`src/rtl/display_salida.sv`:
```
// display_salida
// Display stage of the control datapath. A signed N-bit value is captured on
// enable, its magnitude is clamped to 9999 and converted to four BCD digits by
// a sequential shift-add-3 engine (one bit per cycle). The digits drive a
// multiplexed 4-digit active-low 7-segment display, and a separate LED shows
// the sign.
//
// Ports
//   clk       system clock, rising edge
//   reset     synchronous active-low reset
//   dato      signed two's-complement value to display (N bits)
//   enable    capture strobe, honoured only while idle
//   ocupado   high from capture until the conversion finishes
//   listo     one-cycle pulse while new digits are presented
//   saturado  last captured magnitude exceeded 9999
//   signo     last captured value was negative
//   an        digit anodes, active-low, an[0] = units
//   seg       segments {g,f,e,d,c,b,a}, active-low
//
// state | meaning
// IDLE  | waiting for enable, display shows last result
// LOAD  | magnitude, clamp and sign taken from captured value
// CONV  | 14 shift-add-3 iterations, bit counter 13..0
// DONE  | new digits latched, listo high for this cycle

module display_salida #(
  parameter int N     = 18,
  parameter int CNT_W = 16
) (
  input  logic                clk,
  input  logic                reset,
  input  logic signed [N-1:0] dato,
  input  logic                enable,
  output logic                ocupado,
  output logic                listo,
  output logic                saturado,
  output logic                signo,
  output logic [3:0]          an,
  output logic [6:0]          seg
);

  typedef enum logic [1:0] {
    IDLE = 2'd0,
    LOAD = 2'd1,
    CONV = 2'd2,
    DONE = 2'd3
  } state_t;

  state_t state, next_state;

  logic [N-1:0]     dato_r;
  logic [13:0]      mag;
  logic [15:0]      bcd;
  logic [3:0]       bit_cnt;
  logic             sign_r;
  logic             sat_r;
  logic [15:0]      digits;
  logic [CNT_W-1:0] cnt;

  // magnitude in N+1 bits so that -2^(N-1) does not overflow
  logic [N:0]  dato_ext;
  logic [N:0]  mag_full;
  logic        sat_load;
  logic [13:0] mag_load;

  logic [15:0] bcd_adj;
  logic [15:0] bcd_shift;

  logic [1:0]  sel;
  logic [3:0]  digit;
  logic [3:0]  blank;
  logic [3:0]  an_c;
  logic [6:0]  seg_c;

  function automatic logic [3:0] adj_nibble(input logic [3:0] d);
    adj_nibble = (d >= 4'd5) ? d + 4'd3 : d;
  endfunction

  function automatic logic [6:0] decode(input logic [3:0] d);
    case (d)
      4'd0:    decode = 7'b1000000;
      4'd1:    decode = 7'b1111001;
      4'd2:    decode = 7'b0100100;
      4'd3:    decode = 7'b0110000;
      4'd4:    decode = 7'b0011001;
      4'd5:    decode = 7'b0010010;
      4'd6:    decode = 7'b0000010;
      4'd7:    decode = 7'b1111000;
      4'd8:    decode = 7'b0000000;
      4'd9:    decode = 7'b0010000;
      default: decode = 7'b1111111;
    endcase
  endfunction

  // state register
  always_ff @(posedge clk) begin
    if (!reset) state <= IDLE;
    else        state <= next_state;
  end

  // next state
  always_comb begin
    next_state = state;
    case (state)
      IDLE:    if (enable) next_state = LOAD;
      LOAD:    next_state = CONV;
      CONV:    if (bit_cnt == 4'd0) next_state = DONE;
      DONE:    next_state = IDLE;
      default: next_state = IDLE;
    endcase
  end

  // load-time magnitude and clamp
  always_comb begin
    dato_ext = {dato_r[N-1], dato_r};
    mag_full = dato_r[N-1] ? -dato_ext : dato_ext;
    sat_load = (mag_full > (N+1)'(9999));
    mag_load = sat_load ? 14'd9999 : mag_full[13:0];
  end

  // one shift-add-3 step: adjust each nibble, then shift in the next magnitude bit
  always_comb begin
    bcd_adj   = {adj_nibble(bcd[15:12]), adj_nibble(bcd[11:8]),
                 adj_nibble(bcd[7:4]),   adj_nibble(bcd[3:0])};
    bcd_shift = {bcd_adj[14:0], mag[13]};
  end

  // display scan: digit select, leading-zero blanking, segment decode
  always_comb begin
    sel   = cnt[CNT_W-1 -: 2];
    digit = digits[sel*4 +: 4];
    blank[3] = (digits[15:12] == 4'd0);
    blank[2] = blank[3] && (digits[11:8] == 4'd0);
    blank[1] = blank[2] && (digits[7:4] == 4'd0);
    blank[0] = 1'b0;
    an_c  = ~(4'b0001 << sel);
    seg_c = blank[sel] ? 7'b1111111 : decode(digit);
  end

  // datapath and registered outputs
  always_ff @(posedge clk) begin
    if (!reset) begin
      dato_r   <= '0;
      mag      <= '0;
      bcd      <= '0;
      bit_cnt  <= '0;
      sign_r   <= 1'b0;
      sat_r    <= 1'b0;
      digits   <= '0;
      cnt      <= '0;
      ocupado  <= 1'b0;
      listo    <= 1'b0;
      signo    <= 1'b0;
      saturado <= 1'b0;
      an       <= 4'b1110;
      seg      <= 7'b1000000;
    end else begin
      cnt <= cnt + CNT_W'(1);
      case (state)
        IDLE: begin
          if (enable) dato_r <= dato;
        end
        LOAD: begin
          mag     <= mag_load;
          bcd     <= '0;
          bit_cnt <= 4'd13;
          sign_r  <= dato_r[N-1];
          sat_r   <= sat_load;
        end
        CONV: begin
          bcd     <= bcd_shift;
          mag     <= {mag[12:0], 1'b0};
          bit_cnt <= bit_cnt - 4'd1;
          // the last iteration's result goes straight to the display registers
          if (bit_cnt == 4'd0) begin
            digits   <= bcd_shift;
            signo    <= sign_r;
            saturado <= sat_r;
          end
        end
        default: ;
      endcase
      ocupado <= (next_state != IDLE);
      listo   <= (next_state == DONE);
      an      <= an_c;
      seg     <= seg_c;
    end
  end

endmodule

```
`config.mk`:
```
export PLATFORM = sky130hd
export DESIGN_NAME = display_salida
export DESIGN_NICKNAME = d
export VERILOG_FILES = /design/src/rtl/display_salida.sv
export SDC_FILE = /design/constraint.sdc
export NUM_CORES = 1
export LEC_CHECK = 0
export ABC_CLOCK_PERIOD_IN_PS = 7100
export CORE_MARGIN = 10
export CORE_UTILIZATION = 45
export CTS_BUF_LIST = sky130_fd_sc_hd__clkbuf_16
export CTS_CLUSTER_DIAMETER = 60
export DETAILED_ROUTE_END_ITERATION = 6
export HOLD_SLACK_MARGIN = 0.03
export PLACE_DENSITY = 0.61
export SYNTH_ARGS = -nofsm -noshare
export SYNTH_HDL_FRONTEND = slang
export SYNTH_SLANG_ARGS = --single-unit
```
`constraint.sdc`:
```
create_clock -name clk -period 7.1 [get_ports clk]
set_clock_uncertainty 0.1 [all_clocks]
set_input_delay 1.42 -clock clk [delete_from_list [all_inputs] [get_ports clk]]
set_output_delay 1.42 -clock clk [all_outputs]
set_load 0.03 [all_outputs]
```
==> metrics.txt <==
WP buf/inv 0; Post-synth EDFFs 0; Initial DRC Count 252; Die Y 127 µm; gpl congestion 0.792; DRC 0; crit path time final 3280 ps; crit-path max cell delay 620 ps; Slew headroom 0.509; Syn Inst Count 628; unrepaired setup endpoints after global routing no; # hold bufs at CTS 0; Clock transition at path regs 70 ps; Main synth FF type dfxtp_1; Final Hold Viols 0; Cell variety after synth 56; setup TNS 0 ps; Worst setup EP type register; type of origin of the critical path register; drt wl/cell 14.3 µm; Post-DRT Antenna Nets 0; Post-DP HPWL 7.91 mm; Async SR Flop Fraction 0; kind of critical path reg -> reg; Row Count 39; gr usage total 0.138; Synth warnings 0; post-synth top area cell dfxtp_1; PwrDens 235 nW/µm²; register area 2060 µm²; total CTS buffers 9; WP data arrival 3470 ps; clock network latency to the later pin of the worst-skew pair 340 ps; status complete, no violations; Hold Crit Class reg -> reg; setup ws final 3820 ps; Syn-to-layout area delta 12.9%; leakage power total 0.00211 µW; upper clock frequency limit 304 MHz; crit path cell chain or4_1, nor4_1, mux2_2, or4_4, a311oi_4, a41o_2; overflow left after global routing 0; Min Hold Slack 342 ps; drt via density 5.40; first-pass GRT wire length 19.2 mm; clk buf depth 2; core box area 11400 µm²; CP top delay family simple AND/OR/NAND/NOR gates; I/O Buffers 35; Mapped Area 5200 µm²; hold depth 1; Critical-path top delay cell or4_1; largest cells by area after synthesis dfxtp_1 (40%), a21oi_1 (6.5%), nand2_1 (5.1%); Final #Nets 673; pre-CTS WS 3710 ps; Vias 4205; detailed-route wire length 11.1 mm; final setup vio count 0; PostCTS Resize Cnt 0; top-count cell post-synth dfxtp_1; Initial Util 0.457; die extent in x 127 µm; initial antenna violation count 0; Syn Nets 669; postcts setup bufs 0; Avg Cell Area, Syn 8.28 µm²; Synth top area share 0.397; Stages on worst setup path 6; top cells by instance count after synthesis dfxtp_1 (103), nand2_1 (70), a21oi_1 (67); total of max-cap violations 0; H-tree depth 3; IO Count 36; fraction of layout cells with a size suffix above 1 0.0676; Tcrit/Tclk final 0.463; fin. max-slew vios 0; Req. time, crit path 7280 ps; multi-input logic area 2840 µm²; VDD IR max 162 µV; Yosys reg bits 103; # diodes 0; DRT Pass-1 Iters 5; Fill cells 1122; Die Area 16300 µm²; root buf cell clkbuf_16; R2R depth 6; vias in the first global route 4125; CTS Sinks 103; Slew @ Worst Pin 735 ps; crit path max fanout 13; TritonCTS clock tree done; largest net degree at the start of global routing 55; post-synthesis sequential area ratio 0.397
[path summary, 6_finish.rpt]
check,from,to,slack (ps)
hold / removal,cnt[0]$_SDFF_PN0_,cnt[0]$_SDFF_PN0_,340
setup reg to reg,dato_r[0]$_SDFFE_PN0P_,mag[4]$_SDFFE_PN0P_,3820
hold reg to reg,cnt[0]$_SDFF_PN0_,cnt[0]$_SDFF_PN0_,340
setup / recovery,dato_r[0]$_SDFFE_PN0P_,mag[4]$_SDFFE_PN0P_,3820
[power by group]
part / total, µW / switching [µW] / internal [µW]
clock network: 510 / 206 / 303
registers: 646 / 32.5 / 613
logic: 227 / 132 / 95.2
total: 1380 / 370 / 1010
[flip-flops by register name, indices dropped and copies added, names as in the netlist, 2 cells and up]
register and flops:
cnt 16, digits 16, dato_r 18, seg 7, an 4, state 2
mag 14, bcd 16, bit_cnt 4
[worst register-to-register path, stage by stage, from the launching register on]
cell	delay, ps
dfxtp_1	390
or4_1	620
nor4_1	340
mux2_2	370
or4_4	570
a311oi_4	550
a41o_2	290
[area by class of cell]
cell class,instances,share of cell area
Multi-Input combinational cell,451,0.483
Timing Repair Buffer,40,0.0661
Tap cell,143,0.0305
Sequential cell,103,0.351
Clock buffer,9,0.0384
Clock inverter,6,0.0132
Inverter,27,0.0173
[kinds of logic after synthesis]
group           share of synthesized area
compound gates                      0.181
flops                               0.397
xor+xnor                           0.0455
simple gates                        0.227
fa+ha+maj                          0.0481
buf+inv                            0.0573
mux                                0.0452
[cells in the final DEF, fill, tap and decap left out, types with 13 or more instances in the layout]
cell type          n
o21ai_0           25
nand2_1           70
ha_1              20
a21oi_1           67
inv_1             27
and2_1            16
xor2_1            15
nor2_1            57
o22ai_1           13
clkdlybuf4s50_1   35
dfxtp_1          103
[metrics by stage]
step / power (µW) / utilization / std cells / cell area, µm²
finish: 1380 / 0.516 / 779 / 5870
global route: 1450 / 0.516 / 779 / 5870
CTS: 1400 / 0.516 / 779 / 5870
detailed placement: 887 / 0.490 / 764 / 5570
global placement: 880 / 0.490 / 764 / 5570
floorplan: 836 / - / 628 / 5200
[layer usage]
layer	track usage	share of wire	routed length, µm	vias to the layer above
met1	0.162	0.47	5170	1939
met4	0.0516	0.020	223	0
met3	0.0339	0.029	321	20
met2	0.237	0.49	5390	54
li1	-	-	-	2192
met5	0	0	0	-
(Power assumes the default switching activity.)
